<file path="config.mk">
export PLATFORM = sky130hd
export DESIGN_NAME = word_token_classifier
export DESIGN_NICKNAME = d
export VERILOG_FILES = /design/src/rtl/word_token_classifier_pkg.sv /design/src/rtl/word_token_classifier_ascii_lower.sv /design/src/rtl/word_token_classifier.sv
export SDC_FILE = /design/constraint.sdc
export NUM_CORES = 1
export LEC_CHECK = 0
export ABC_AREA = 1
export BUFFER_PORTS_ARGS = -buffer_cell sky130_fd_sc_hd__buf_4
export CORE_MARGIN = 4
export CORE_UTILIZATION = 29
export CTS_CLUSTER_DIAMETER = 60
export DETAILED_ROUTE_END_ITERATION = 10
export SYNTH_ARGS = -nofsm -noshare
export SYNTH_HDL_FRONTEND = slang
export SYNTH_SLANG_ARGS = --single-unit
</file>
<file path="constraint.sdc">
create_clock -name clk -period 2.4 [get_ports clk]
set_clock_uncertainty 0.1 [all_clocks]
set_input_delay 0.48 -clock clk [delete_from_list [all_inputs] [get_ports clk]]
set_output_delay 0.48 -clock clk [all_outputs]
set_load 0.03 [all_outputs]
</file>
<file path="src/rtl/word_token_classifier_pkg.sv">
// Shared constants, FSM state encoding and token codes for the word token classifier
// and the downstream block-nesting checker.
package word_token_classifier_pkg;

  localparam logic [7:0] ASCII_SPACE       = 8'h20;
  localparam logic [7:0] ASCII_NUL         = 8'h00;
  localparam logic [7:0] ASCII_UPPER_A     = 8'h41;
  localparam logic [7:0] ASCII_UPPER_Z     = 8'h5A;
  localparam logic [7:0] ASCII_CASE_OFFSET = 8'h20;

  typedef enum logic [3:0] {
    S_IDLE  = 4'd0,
    S_B     = 4'd1,
    S_BE    = 4'd2,
    S_BEG   = 4'd3,
    S_BEGI  = 4'd4,
    S_BEGIN = 4'd5,
    S_E     = 4'd6,
    S_EN    = 4'd7,
    S_END   = 4'd8,
    S_OTHER = 4'd9
  } state_t;

  localparam logic [1:0] TOK_OTHER = 2'd0;
  localparam logic [1:0] TOK_BEGIN = 2'd1;
  localparam logic [1:0] TOK_END   = 2'd2;

endpackage

</file>
<file path="src/rtl/word_token_classifier_ascii_lower.sv">
// Combinational fold of 'A'..'Z' to lowercase; every other byte passes unchanged.
module ascii_lower
  import word_token_classifier_pkg::*;
(
  input  logic [7:0] ch,
  output logic [7:0] lower
);

  always_comb begin
    lower = ch;
    if (ch >= ASCII_UPPER_A && ch <= ASCII_UPPER_Z)
      lower = ch + ASCII_CASE_OFFSET;
  end

endmodule

</file>
<file path="src/rtl/word_token_classifier.sv">
// Splits an ASCII stream into space-delimited words and emits one registered
// BEGIN/END/OTHER token pulse per completed word.
module word_token_classifier
  import word_token_classifier_pkg::*;
#(
  parameter int unsigned LEN_W = 4,
  parameter int unsigned CNT_W = 8
) (
  input  logic             clk,
  input  logic             reset,
  input  logic [7:0]       in,
  output logic             tok_valid,
  output logic             tok_begin,
  output logic             tok_end,
  output logic [LEN_W-1:0] word_len,
  output logic [CNT_W-1:0] word_cnt
);

  state_t           state, state_next;
  logic [LEN_W-1:0] len, len_next;
  logic [7:0]       lc;
  logic             done;

  ascii_lower u_lower (
    .ch    (in),
    .lower (lc)
  );

  always_comb begin
    state_next = state;
    len_next   = len;
    done       = 1'b0;
    if (in == ASCII_NUL) begin
      state_next = state;
    end else if (in == ASCII_SPACE) begin
      done       = (state != S_IDLE);
      state_next = S_IDLE;
      len_next   = '0;
    end else begin
      len_next = (len == '1) ? len : len + LEN_W'(1);
      // Any character not continuing a keyword prefix, or following a full keyword, falls to OTHER
      state_next = S_OTHER;
      unique case (state)
        S_IDLE: begin
          if (lc == "b")      state_next = S_B;
          else if (lc == "e") state_next = S_E;
        end
        S_B:    if (lc == "e") state_next = S_BE;
        S_BE:   if (lc == "g") state_next = S_BEG;
        S_BEG:  if (lc == "i") state_next = S_BEGI;
        S_BEGI: if (lc == "n") state_next = S_BEGIN;
        S_E:    if (lc == "n") state_next = S_EN;
        S_EN:   if (lc == "d") state_next = S_END;
        default: state_next = S_OTHER;
      endcase
    end
  end

  always_ff @(posedge clk) begin
    if (reset) begin
      state     <= S_IDLE;
      len       <= '0;
      tok_valid <= 1'b0;
      tok_begin <= 1'b0;
      tok_end   <= 1'b0;
      word_len  <= '0;
      word_cnt  <= '0;
    end else begin
      state     <= state_next;
      len       <= len_next;
      tok_valid <= done;
      tok_begin <= done && (state == S_BEGIN);
      tok_end   <= done && (state == S_END);
      if (done) begin
        word_len <= len;
        word_cnt <= word_cnt + CNT_W'(1);
      end
    end
  end

endmodule

</file>
==> results of run 1 <==
==> final cells by class <==
| class | instances | area (sq um) |
|---|---|---|
| Clock buffer | 4 | 45.0 |
| Fill cell | 530 | 3020 |
| Inverter | 38 | 144 |
| Multi-Input combinational cell | 147 | 795 |
| Sequential cell | 23 | 460 |
| Tap cell | 67 | 83.8 |
| Timing Repair Buffer | 24 | 180 |
==> report_power, final <==
group	internal, mW	switching [mW]
combinational	0.0420	0.0790
sequential	0.391	0.00903
clock	0.119	0.122
==> logic make-up after synthesis <==
kind of cell / Yosys count
adders and majority gates: 3
xor gates and xnor gates: 2
DFF: 23
buffers and inverters: 40
and+or+nand+nor: 113
AOI/OAI and AO/OA: 29
==> per-stage QoR <==
| step | utilization (%) | hold slack [ps] | power (mW) | setup slack, ps | cells |
|---|---|---|---|---|---|
| final | 36.2 | 354 | 0.762 | 734 | 303 |
| after global routing | 36.2 | 347 | 0.807 | 570 | 303 |
| after CTS | 36.2 | 351 | 0.771 | 742 | 303 |
| after detailed placement | 35.2 | 348 | 0.531 | 455 | 299 |
| after global placement | 35.2 | 354 | 0.529 | 502 | 299 |
| after floorplan | - | 322 | 0.494 | 727 | 210 |
==> flip-flops by register name (all words and copies together), names as in the netlist <==
register   flops
tok_valid      1
state          4
tok_end        1
word_cnt       8
tok_begin      1
len            4
word_len       4
==> synth_stat cells <==
master,instances,share of area (%)
a21oi_1,15,5.3
inv_2,2,0.53
nor3_4,1,1.2
nand3_2,3,2.1
ha_1,3,2.7
nand4_1,4,1.8
nor2_2,4,1.8
o211ai_1,2,1.1
o21ai_2,1,0.62
nor3_1,10,3.6
o21ai_0,10,3.6
nand4_4,1,1.5
nor3_2,1,0.71
nand3b_1,1,0.53
clkbuf_1,2,0.53
nand2_2,2,0.89
o21ai_1,1,0.36
xor2_1,2,1.2
nor4_1,2,0.89
nand3_1,11,3.9
nor2_4,5,4.0
dfxtp_1,23,33
nand2_1,43,11
clkinv_2,1,0.36
nor2_1,24,6.4
nand4_2,1,0.89
inv_1,35,9.3
==> worst max-delay path: cells and delay by family <==
family | cells | cell delay, ps
and+or+nand+nor | 9 | 740
adders and majority gates | 1 | 270
buffers and inverters | 2 | 170
AOI/OAI and AO/OA | 1 | 50
==> per-layer routing <==
metal / global-route usage (%) / up-vias / wire, microns
met4: 2.67 / 0 / 23
met2: 16.5 / 16 / 1350
li1: - / 723 / -
met1: 14.2 / 568 / 1540
met5: 0 / - / 0
met3: 2.20 / 4 / 75
==> final timing paths <==
path,startpoint,endpoint,cells past startpoint
hold / removal,reset,state[3]$_SDFFE_PP0P_,2
setup reg to reg,state[3]$_SDFFE_PP0P_,word_cnt[6]$_SDFFE_PP0P_,9
setup / recovery,in[5],state[3]$_SDFFE_PP0P_,13
hold reg to reg,state[2]$_SDFFE_PP0P_,tok_end$_SDFF_PP0_,1
==> out/qor.yml, run 1 <==
drive_above_1_share_pct: 20.8
path_max_fanout: 8
p_leak_nw: 0.794
cp.arrival_ps: 1730
ctsResizeCount: 0
synthCells: 210
antenna_left: 0
crit_slowest_cell: "ha_1"
post_cts_buffers: 0
cts_buffers: 3
pin_count: 25
num_antenna_cells: 0
die_height_microns: 77.6
setup-tns-final_ps: 0
vias: 1311
ys_ff_latch: 23
final_cell_mix: "43 x nand2_1, 35 x inv_1, 24 x nor2_1, 24 x buf_4, 23 x dfxtp_1"
synth.distinct_cells: 27
worst_ep_required_time_ps: 2460
synth_xor_area_share_pct: 1.25
synth_compound_area_share_pct: 10.9
synth_area_per_cell_sq_um: 6.70
yosysSeqAreaShare_pct: 32.7
vias_per_cell: 4.33
holdCritPathClass: "input port to flop"
slowest_delay_ps: 270
cts_hold_buf: 0
fin_crit_sh_pct: 69.4
synth_area_sq_mm: 0.00141
fp.dieArea_sq_mm: 0.00603
ys_warn_count: 0
drt_iter0_markers: 63
wire_per_inst_microns: 9.85
final_common_cell: "nand2_1"
finalMaxSlewViolations: 0
fmax_mhz: 600
overflow: 0
clk_latency_ps: 260
finalWirelength_microns: 2990
syn_nets: 223
hold_violations: 0
place_area_sq_mm: 0.00166
start_util_pct: 29.8
worst_pin_slew_ps: 375
setup_viol: 0
drc: 0
startpoint_type: "input port"
period_needed_ps: 1670
cp-end-kind: "flop"
synth_simple_gate_area_share_pct: 41.6
path_common_cell: "nand2_1"
rsz0062_at_grt: "no"
fin_nets: 250
maxSlewHeadroom_pct: 75.0
status: "completed"
worst-r2r-setup-slack_ps: 890
synth_top_family_by_area: "simple AND/OR/NAND/NOR gates"
rows: 25
grt_pass1_wl_microns: 5250
p_per_area_mw_per_mm2: 446
first_global_vias: 1198
grt_max_degree: 14
die_w_microns: 77.6
crit_type: "input port to flop"
cts_tree: "built"
cts_buffer_depth: 2
drv_cap: 0
synthAdderAreaFrac_pct: 2.67
vdd_drop_max_v: 0.000184
fp.coreArea_sq_mm: 0.00472
cts-root-buf: "clkbuf_8"
grt_util_all_layers_pct: 10.4
gp_congestion: 0.839
path_clk_slew_ps: 80
area_growth_syn_to_layout_pct: 21.4
first_pass_iters: 4
place.detailed.hpwl_microns: 2420
path_cells: "buf_4 -> ha_1 -> inv_1 -> nor2_1 -> nand2_1 -> nand2_2 -> nand3_1 -> nand2_1 -> nand2_1 -> nor2_1 -> nand2_1 -> nand2_1 -> a21oi_1"
cts_max_level: 1
antenna_found_initial: 0
clock_sinks: 23
synth.area.mux_share_pct: 0
finish.instance_area_sq_mm: 0.00171
numPortBuffers: 24
Note: power is estimated with default switching activity, not from simulation.
==> run 2, diff against run 1 <==
==> constraint.sdc (replaced) <==
create_clock -name clk -period 1.6 [get_ports clk]
set_clock_uncertainty 0.1 [all_clocks]
set_input_delay 0.32 -clock clk [delete_from_list [all_inputs] [get_ports clk]]
set_output_delay 0.32 -clock clk [all_outputs]
set_load 0.03 [all_outputs]
==> out/qor.yml, run 2 (synthesis gave the netlist of run 1 again) <==
drv_cap: 0
vias: 1376
clock_sinks: 23
setup_viol: 0
clk_latency_ps: 260
start_util_pct: 29.8
status: "completed"
numPortBuffers: 24
path_max_fanout: 7
gp_congestion: 0.844
rsz0062_at_grt: "yes"
vias_per_cell: 4.38
first_pass_iters: 4
worstRegToRegCells: 7
multi_input_area_sq_um: 800
rows: 25
final_common_cell: "nand2_1"
cts_max_level: 1
place.detailed.hpwl_microns: 2440
fin_crit_sh_pct: 91.2
hold_violations: 0
fin_total_pwr_mw: 1.16
holdWs_ps: 199
fp.coreArea_sq_mm: 0.00472
path_clk_slew_ps: 80
p_leak_nw: 0.850
grt_max_degree: 13
cp.depth: 7
drt_iter0_markers: 112
finalMaxSlewViolations: 0
worstSetupStartpoint: "state[2]$_SDFFE_PP0P_"
cp.arrival_ps: 1520
fp.dieArea_sq_mm: 0.00603
crit_type: "flop to flop"
fmax_mhz: 685
wire_per_inst_microns: 9.55
final_cell_mix: "43 x nand2_1, 35 x inv_1, 35 x buf_4"
r2r_end: "word_len[2]$_SDFFE_PP0P_"
place_ws_ps: -138
period_needed_ps: 1460
drive_above_1_share_pct: 24.3
p_per_area_mw_per_mm2: 646
nFillCells: 521
worst-r2r-setup-slack_ps: 140
worst_ep_required_time_ps: 1660
drc: 0
slowest_delay_ps: 330
top_register: "word_cnt"
cts-root-buf: "clkbuf_8"
cts_hold_buf: 0
crit_path_end: "word_len[2]$_SDFFE_PP0P_"
seqCellArea_sq_um: 460
antenna_found_initial: 0
fin_ws_ps: 141
path_cells: "inv_1 -> nand2_1 -> nor2_4 -> nor2_4 -> buf_4 -> o21ai_0 -> a21oi_1"
cp_num_buf_inv: 2
maxSlewHeadroom_pct: 77.8
crit_slowest_cell: "dfxtp_1"
num_antenna_cells: 0
area_growth_syn_to_layout_pct: 27.7
worst_pin_slew_ps: 333
first_global_vias: 1242
grt_util_all_layers_pct: 10.4
path_common_cell: "nor2_4"
final_util_pct: 38.0
cts_tree: "built"
overflow: 0
setup-tns-final_ps: 0
cp-end-kind: "flop"
cts_buffer_depth: 2
startpoint_type: "flop"
cpLargestDelayFamily: "simple AND/OR/NAND/NOR gates"
die_height_microns: 77.6
antenna_left: 0
r2r-start: "state[2]$_SDFFE_PP0P_"
grt_pass1_wl_microns: 5270
largest_register_ffs: 8
fin_nets: 261
cts_buffers: 3
vdd_drop_max_v: 0.000321
holdCritPathClass: "input port to flop"
pin_count: 25
finalWirelength_microns: 3000
die_w_microns: 77.6
==> run 2: changes by cell type in the layout (fill, tap and decap cells not counted) <==
| cell | previous run | this run |
|---|---|---|
| buf_4 | 24 | 35 |
| nand2_4 | 0 | 1 |
| nand2_2 | 2 | 1 |
==> run 2: area by class of cell <==
type	instances	area share (%)
Multi-Input combinational cell	147	44.5
Sequential cell	23	25.6
Timing Repair Buffer	35	14.6
Inverter	38	8.01
Tap cell	67	4.67
Clock buffer	4	2.51
==> run 2: per-stage QoR <==
step	instances	cell area (sq um)
detailed placement	310	1750
finish	314	1800
global placement	310	1750
global route	314	1800
floorplan	210	1410
CTS	314	1790
==> run 2: how the worst min path moves through the flow <==
stage                     cells after the start                        to  slack (ps)                  start
after floorplan                               1        tok_end$_SDFF_PP0_         320  state[2]$_SDFFE_PP0P_
after global placement                        1        tok_end$_SDFF_PP0_         360  state[2]$_SDFFE_PP0P_
after detailed placement                      1        tok_end$_SDFF_PP0_         350  state[2]$_SDFFE_PP0P_
after CTS                                     2     state[0]$_SDFFE_PP0P_         190                  reset
after global routing                          2  word_cnt[4]$_SDFFE_PP0P_         200                  reset
final                                         2     state[3]$_SDFFE_PP0P_         200                  reset
==> run 2: per-layer routing <==
layer  share of wire (%)  global-route usage [%]
met5                   0                       0
met4                 1.1                    3.20
met3                 3.3                    2.09
met1                  52                    14.4
met2                  44                    16.3
==> run 2: repair_timing <==
item	4_1_cts	5_1_grt
gates resized for setup	0	1
setup buffers	0	0
endpoints found under the hold margin	0	0
endpoints found under the setup margin	0	3
==> run 2: power breakdown <==
part	leakage [nW]	internal, mW	switching, mW
Combinational	0.640	0.0759	0.123
Clock	0.0228	0.178	0.184
Sequential	0.187	0.587	0.0132
Total	0.850	0.840	0.320
==> run 2: worst register-to-register path, delay by kind of cell (launching register included) <==
family	cells	cell delay (ps)
AO/OA/AOI/OAI	2	200
buffers and inverters	2	270
flip-flops	1	330
AND/OR/NAND/NOR	3	450
